<file path="src/rtl/cpu_pkg.sv">
// cpu_pkg: constants and helpers shared by the CPU front-end blocks.
//   CPU_ADDR_W       default PC / target width
//   ctr_weak_taken   weakly-taken encoding of a w-bit saturating counter
//   ctr_weak_ntaken  weakly-not-taken encoding of a w-bit saturating counter
package cpu_pkg;

    localparam int CPU_ADDR_W = 32;

    // The counter MSB is the prediction, so the two "weak" states sit on
    // either side of the midpoint.
    function automatic int unsigned ctr_weak_taken(input int unsigned w);
        return 32'd1 << (w - 1);
    endfunction

    function automatic int unsigned ctr_weak_ntaken(input int unsigned w);
        return (32'd1 << (w - 1)) - 32'd1;
    endfunction

endpackage

</file>
<file path="src/rtl/sat_counter.sv">
// sat_counter: next-value logic for a CTR_W-bit saturating up/down counter.
// Ports:
//   ctr       current counter value
//   inc       1 = count up, 0 = count down
//   next_ctr  next value, held at all-ones when counting up and at zero
//             when counting down
module sat_counter #(
    parameter int CTR_W = 2
) (
    input  logic [CTR_W-1:0] ctr,
    input  logic             inc,
    output logic [CTR_W-1:0] next_ctr
);

    localparam logic [CTR_W-1:0] CTR_MAX = {CTR_W{1'b1}};

    function automatic logic [CTR_W-1:0] sat_step(input logic [CTR_W-1:0] v,
                                                  input logic up);
        if (up)
            return (v == CTR_MAX) ? v : v + CTR_W'(1);
        else
            return (v == '0) ? v : v - CTR_W'(1);
    endfunction

    assign next_ctr = sat_step(ctr, inc);

endmodule

</file>
<file path="src/rtl/branch_predictor.sv">
// branch_predictor: direct-mapped branch target buffer with per-entry
// saturating direction counters.
//   Lookup (IF stage) is combinational: predict_hit_o / predict_taken_o /
//   predict_target_o follow lookup_pc_i in the same cycle.
//   Update (ID stage) is applied at the rising edge of clk_i when
//   update_valid_i is high; mispredict_o flags the resolving branch
//   combinationally. invalidate_all_i drops every entry and wins over an
//   update in the same cycle. rst_i is asynchronous, active-low.
// Ports:
//   clk_i, rst_i                         clock, async active-low reset
//   lookup_pc_i                          PC being fetched
//   predict_hit_o/taken_o/target_o       prediction for lookup_pc_i
//   update_valid_i/pc_i/taken_i/target_i resolved branch
//   update_pred_taken_i/pred_target_i    prediction that branch was fetched with
//   invalidate_all_i                     clear the whole table
//   mispredict_o                         resolved branch was mispredicted
//   stat_updates_o, stat_mispred_o       statistics counters
// Build option: define BRANCH_PREDICTOR_STATS_EN to implement the statistics
// counters; otherwise both stat ports are tied to zero.
module branch_predictor
    import cpu_pkg::*;
#(
    parameter int ENTRIES = 64,
    parameter int CTR_W   = 2,
    parameter int ADDR_W  = CPU_ADDR_W
) (
    input  logic              clk_i,
    input  logic              rst_i,
    input  logic [ADDR_W-1:0] lookup_pc_i,
    output logic              predict_hit_o,
    output logic              predict_taken_o,
    output logic [ADDR_W-1:0] predict_target_o,
    input  logic              update_valid_i,
    input  logic [ADDR_W-1:0] update_pc_i,
    input  logic              update_taken_i,
    input  logic [ADDR_W-1:0] update_target_i,
    input  logic              update_pred_taken_i,
    input  logic [ADDR_W-1:0] update_pred_target_i,
    input  logic              invalidate_all_i,
    output logic              mispredict_o,
    output logic [31:0]       stat_updates_o,
    output logic [31:0]       stat_mispred_o
);

    localparam int IDX_W = $clog2(ENTRIES);
    localparam int TAG_W = ADDR_W - IDX_W - 2;

    localparam logic [CTR_W-1:0] CTR_WEAK_T  = CTR_W'(ctr_weak_taken(CTR_W));
    localparam logic [CTR_W-1:0] CTR_WEAK_NT = CTR_W'(ctr_weak_ntaken(CTR_W));

    logic [ENTRIES-1:0] valid;
    logic [CTR_W-1:0]   ctrs    [ENTRIES];
    logic [TAG_W-1:0]   tags    [ENTRIES];
    logic [ADDR_W-1:0]  targets [ENTRIES];

    logic [IDX_W-1:0] lk_idx, up_idx;
    logic [TAG_W-1:0] lk_tag, up_tag;
    logic             up_hit;
    logic [CTR_W-1:0] ctr_next;

    // Instruction-alignment bits never take part in indexing or tagging.
    logic unused_pc_lsbs;
    assign unused_pc_lsbs = ^{lookup_pc_i[1:0], update_pc_i[1:0]};

    assign lk_idx = lookup_pc_i[IDX_W+1:2];
    assign lk_tag = lookup_pc_i[ADDR_W-1:IDX_W+2];
    assign up_idx = update_pc_i[IDX_W+1:2];
    assign up_tag = update_pc_i[ADDR_W-1:IDX_W+2];

    // Lookup reads the stored state directly, so an update landing on the
    // same index this cycle is not visible until after the edge.
    assign predict_hit_o    = valid[lk_idx] && (tags[lk_idx] == lk_tag);
    assign predict_taken_o  = predict_hit_o && ctrs[lk_idx][CTR_W-1];
    assign predict_target_o = predict_hit_o ? targets[lk_idx] : '0;

    assign up_hit = valid[up_idx] && (tags[up_idx] == up_tag);

    assign mispredict_o = update_valid_i &&
                          ((update_pred_taken_i != update_taken_i) ||
                           (update_taken_i && (update_pred_target_i != update_target_i)));

    sat_counter #(.CTR_W(CTR_W)) u_sat_counter (
        .ctr      (ctrs[up_idx]),
        .inc      (update_taken_i),
        .next_ctr (ctr_next)
    );

    always_ff @(posedge clk_i or negedge rst_i) begin
        if (!rst_i) begin
            valid <= '0;
            for (int i = 0; i < ENTRIES; i++)
                ctrs[i] <= CTR_WEAK_NT;
        end else if (invalidate_all_i) begin
            valid <= '0;
        end else if (update_valid_i) begin
            if (up_hit) begin
                ctrs[up_idx] <= ctr_next;
            end else if (update_taken_i) begin
                valid[up_idx] <= 1'b1;
                ctrs[up_idx]  <= CTR_WEAK_T;
            end
        end
    end

    // A taken update either refreshes a hit entry (same tag) or allocates
    // over whatever aliased there, so tag and target are written together.
    // Nothing written here is visible unless the control block above marks
    // the entry valid, which covers invalidate and reset.
    always_ff @(posedge clk_i) begin
        if (update_valid_i && update_taken_i && !invalidate_all_i) begin
            tags[up_idx]    <= up_tag;
            targets[up_idx] <= update_target_i;
        end
    end

`ifdef BRANCH_PREDICTOR_STATS_EN
    logic [31:0] upd_cnt, mis_cnt;

    function automatic logic [31:0] sat_inc32(input logic [31:0] v);
        return (v == 32'hFFFF_FFFF) ? v : v + 32'd1;
    endfunction

    always_ff @(posedge clk_i or negedge rst_i) begin
        if (!rst_i) begin
            upd_cnt <= '0;
            mis_cnt <= '0;
        end else begin
            if (update_valid_i) upd_cnt <= sat_inc32(upd_cnt);
            if (mispredict_o)   mis_cnt <= sat_inc32(mis_cnt);
        end
    end

    assign stat_updates_o = upd_cnt;
    assign stat_mispred_o = mis_cnt;
`else
    assign stat_updates_o = '0;
    assign stat_mispred_o = '0;
`endif

endmodule

</file>
<file path="config.mk">
export PLATFORM = sky130hd
export DESIGN_NAME = branch_predictor
export DESIGN_NICKNAME = d
export VERILOG_FILES = /design/src/rtl/cpu_pkg.sv /design/src/rtl/sat_counter.sv /design/src/rtl/branch_predictor.sv
export SDC_FILE = /design/constraint.sdc
export NUM_CORES = 2
export LEC_CHECK = 0
export CORE_ASPECT_RATIO = 1.25
export CORE_UTILIZATION = 39
export DETAILED_ROUTE_END_ITERATION = 16
export DONT_BUFFER_PORTS = 1
export PLACE_DENSITY = 0.53
export SYNTH_ARGS = -nofsm -noshare
export SYNTH_HDL_FRONTEND = slang
export SYNTH_SLANG_ARGS = --single-unit
</file>
<file path="constraint.sdc">
create_clock -name clk_i -period 3.5 [get_ports clk_i]
set_clock_uncertainty 0.2 [all_clocks]
set_input_delay 0.175 -clock clk_i [delete_from_list [all_inputs] [get_ports clk_i]]
set_output_delay 0.175 -clock clk_i [all_outputs]
set_load 0.005 [all_outputs]
</file>
# == After elaboration in Yosys (flattened, before gate mapping) ==
# Memory sizes are Yosys's and may differ from the RTL's.
# Cells that the tools add are included.
# op_classes
add_sub_neg,2
order_cmp,6
eq_ne,6
n_mux,27
bitwise_logic,7
n_reduce_logical,17
# ops
operator,n
$mux 128,2
$mux 64,4
$bwmux 128,1
$or 64x64->64,2
$and 64x64->64,1
$not 64->64,1
$eq 24x24->1,2
$mux 32,1
$ne 32x32->1,1
$bmux 2 s6,2
$mux 2,8
$ge 7x7->1 const B,2
$lt 6x7->1 const B,2
$not 6->7,2
$bmux 1 s6,2
$demux 2 s6,1
$logic_and 1x1->1,9
$lt 7x1->1 const B,1
$demux 1 s6,1
$ge 6x1->1 const B,1
$reduce_and 3->1,2
$reduce_bool 2->1,3
$mux 1,5
$add 2x1->2 const B,1
other kinds (8),8
# word_totals
register_bits,192
mem_bits_rw,3584
inputBits,134
out_inout_bits,99
word_cells,132
n_memories,2
# mem_list
name,depth,width,rd,rd_ports_with_merged_regs,write_ports,line,rtl
targets,64,32,1,0,1,branch_predictor.sv:54,logic [ADDR_W-1:0] targets [ENTRIES];
tags,64,24,2,0,1,branch_predictor.sv:53,logic [TAG_W-1:0] tags [ENTRIES];

# == Depth between registers and ports, before layout ==
# logic_depth
ltp_word,9
mapped_depth,16
ltp_nobuf,9

# == Cells and area by module ==
# A second synthesis with hierarchy kept.
# hier_totals
cells_unflattened,8210
area_unflattened_um2,162935.0
# modules_own_cells
module,instances,cells_per_inst,area_per_inst_um2,seq_area_each_um2
branch_predictor,1,8207,162908.7,112507.9
sat_counter,1,3,26.3,0.0

# == Worst setup path after synthesis ==
# Ideal clock, no wire load.
# synth_timing
path_kind,input to register
from,input port update_pc_i[2]
to,memory tags[10][0] (netlist name) (enable)
setup_ns,0.470
t_arrival_ns,4.113
t_required_ns,2.830
setup_slack_ns,-1.283
stages,8
n_path_buf,5
path_cell_list,buf_4 buf_4 buf_4 nor3b_1 clkbuf_1 nand2_1 clkbuf_1 nor2_1
# synth_lines
item,line,rtl
from (decl),branch_predictor.sv:34,"input logic [ADDR_W-1:0] update_pc_i,"
to (decl),branch_predictor.sv:53,
# No word-level cell before the write port.

==> impl_metrics.ini <==
[run_status]
status = finished, violations left
violations = negative hold slack, max-slew violations, negative setup slack

[die]
die_x_um = 579
die_height_um = 723
die_area_sq_um = 419000
core_area_sq_um = 414000
rows = 264
boundaryPins = 233
initial_utilization_pct = 39.2

[route]
vias = 96008
drt-initial-drc-count = 12848
route.detailed.wl_per_inst_um = 41.5
viasPerCell = 6.39
drt_first_pass_iters = 6
drc_errors = 0
antenna_left = 0
drt_wl_total_um = 624000

[cts]
clk_pin_slew_ps = 70
cts_buffers = 383
cts_tree = done
clock_latency_ps = 1020
cts.sinks = 3776
root_buffer = clkbuf_16
cts_buffer_depth = 4
htreeDepth = 5

[finish]
final_cells = 15014
finalNetCount = 9346
layout_common_cells = edfxtp_1, mux4_2, buf_4
final_util_pct = 48.2
area_growth_pct = 22.9
drive_gt1_share_pct = 40.5
mostFrequentLayoutCell = edfxtp_1
n_fill_cell = 33708

[timing]
fin_ws_ps = -1840
setup_viol = 1421
final.min_clock_period_ps = 5340
hold_viol = 192
finalCritPeriodShare_pct = 152
rsz0062_at_grt = yes
hold_ws_ps = -1250
drv_slew = 191
slew_headroom_pct = -48.2
tightestPinTransition_ps = 2220
fmax_mhz = 187

[global_route]
grt_max_degree = 488
antenna_found_initial = 42
grtUsageTotal_pct = 29.5
grt_pass1_wl_um = 840000
grt_pass1_vias = 96503
grt_overflow = 0

[power]
p_comb_share_pct = 6.9
internal_power_uw = 77200
sw_frac_of_total_pct = 22.1
pwr-share-clk_pct = 43.0
powerDensity_nw_per_um2 = 497
net-switching-power_uw = 21900
p_leak_uw = 0.0653
max-vdd-ir-drop_uv = 447
pwr-share-seq_pct = 50.1

[worst_setup_path]
rrSetupSlack_ps = -560
start_kind = register
r2r-start = tags[21][19]$_DFFE_PP_
worstPathMaxFanout = 11
path_class = register to primary output
cp-end-kind = primary output
ff2ff_path_depth = 17
cp.required_ps = 3120
r2r_end = valid[57]$_DFFE_PN0P_
crit_arrival_ps = 4960

[synthesis]
synth_top_family_by_area = multiplexers
ys_types = 88
ys_seq_area_share_pct = 69.3
synth_edf_count = 3584
synth_ff_type = edfxtp_1
synthMuxAreaShare_pct = 21.4
synth_area_per_cell_sq_um = 20.3
synthAdderAreaFrac_pct = 0.0123
ys_warn_count = 0
yosysTopAreaCellShare_pct = 66.3
synth-compound-area-share_pct = 3.74
yosys-top-cells-area = edfxtp_1, mux4_2, dfrtp_1
synth_simple_gate_area_share_pct = 2.86
syn_area_sq_um = 162000
yosysTopAreaCell = edfxtp_1
synth-async-reset-ratio_pct = 5.08
synthCells = 8011
synth-xor-area-share_pct = 0.351
synth-seq-cells = 3776

[placement]
gp_congestion = 0.923
dp.cells = 14003
post-dp-hpwl_um = 353000
place_ws_ps = -4040
numPortBuffers = 0

[worst_hold_path]
hp-class = input port to async pin

[flow_run]
max-cap-violations = 0
power groups by stage:
| stage | clock [uW] | sequential [uW] | combinational, uW |
|---|---|---|---|
| after global placement | 0 | 50600 | 5400 |
| after floorplan | 0 | 50600 | 3800 |
| after detailed placement | 0 | 50600 | 5410 |
| after CTS | 43200 | 49700 | 6710 |
| after global routing | 44800 | 49700 | 7030 |
| final | 42700 | 49700 | 6830 |
layout make-up:
class | count | area (sq um) | area share (%)
antenna | 31 | 77.6 | 0.0389
inverter | 87 | 390 | 0.196
sequential | 3776 | 113000 | 56.4
multi-input combinational | 3539 | 49200 | 24.7
timing repair buffer | 1425 | 17600 | 8.81
tap | 5453 | 6820 | 3.42
clock inverter | 249 | 2880 | 1.44
clock buffer | 454 | 9970 | 5.00
through the flow:
stage	instance area [sq um]	power, uW	TNS (ps)
final	199000	99200	-484210
after global routing	199000	101000	-155710
after CTS	199000	99600	-260860
after detailed placement	179000	56000	-292610
after global placement	179000	56000	-300830
after floorplan	163000	54400	-394780
layer usage:
metal	up-vias	routed length (um)	track usage, %
li1	36701	-	-
met1	52126	230000	37.5
met2	5725	298000	47.6
met3	1442	54000	5.86
met4	14	41300	16.5
met5	-	102	0
cells by family after synthesis:
| group | Yosys count |
|---|---|
| flip-flops | 3776 |
| multiplexers | 1710 |
| AND/OR/NAND/NOR | 879 |
| AO/OA/AOI/OAI | 819 |
| buffers and inverters | 759 |
| XOR/XNOR | 65 |
| adder cells (fa/ha/maj) | 2 |
| other | 1 |
critical path: stages, from the launching register on:
cell and delay (ps):
edfxtp_1 390, mux4_2 520, mux4_2 520, mux4_2 510, xnor2_1 170, buf_4 220
nand4_1 210, buf_6 200, nor3_4 200, buf_6 140, nand4_1 80, buf_6 160
buf_12 200, buf_12 170, nor2b_2 140, buf_4 130
synthesized netlist by cell type, types with 8 or more instances:
library cell,count
buf_1,47
and3b_1,10
dfstp_2,64
nand3b_1,29
a22oi_1,134
or2_2,24
a211oi_1,33
and4_1,13
a221o_1,12
mux4_2,1401
nor3b_1,13
nor2_1,159
a221oi_1,127
nor3_1,22
a21oi_1,61
clkbuf_1,268
nand2b_1,66
a2bb2oi_1,63
nand3_1,86
buf_4,107
edfxtp_1,3584
nor4_1,83
nand4_1,23
mux2_2,94
nor2b_1,48
nand2_1,228
inv_1,84
o22ai_1,161
xor2_1,34
a31oi_1,18
or3b_2,8
o21ai_0,67
buf_2,228
o32ai_1,57
buf_6,22
a22o_1,8
o221ai_1,13
xnor2_1,31
and3_1,23
mux2i_1,214
dfrtp_1,128
timing repair:
item,4_1_cts,5_1_grt
endpoints found under the hold margin,4509,193
gates resized for setup,359,156
setup endpoints to repair,226,282
hold buffers,183,1
buffers inserted,51,27
cloned,32,4
pin swaps,184,65
worst max-delay path by stage:
stage,from,end,cells after the start
global route,tags[23][1]$_DFFE_PP_,predict_target_o[21],15
floorplan,update_pc_i[2],tags[10][0]$_DFFE_PP_,8
detailed placement,lookup_pc_i[2],predict_target_o[13],15
finish,tags[23][1]$_DFFE_PP_,predict_target_o[29],15
global placement,lookup_pc_i[2],predict_target_o[13],15
CTS,tags[23][1]$_DFFE_PP_,predict_target_o[29],15
sequential cells by signal, summed over array words and instances, names as in the netlist:
name / flops
tags: 1536
targets: 2048
ctrs: 128
valid: 64
Note: power is estimated with default switching activity, not from simulation.
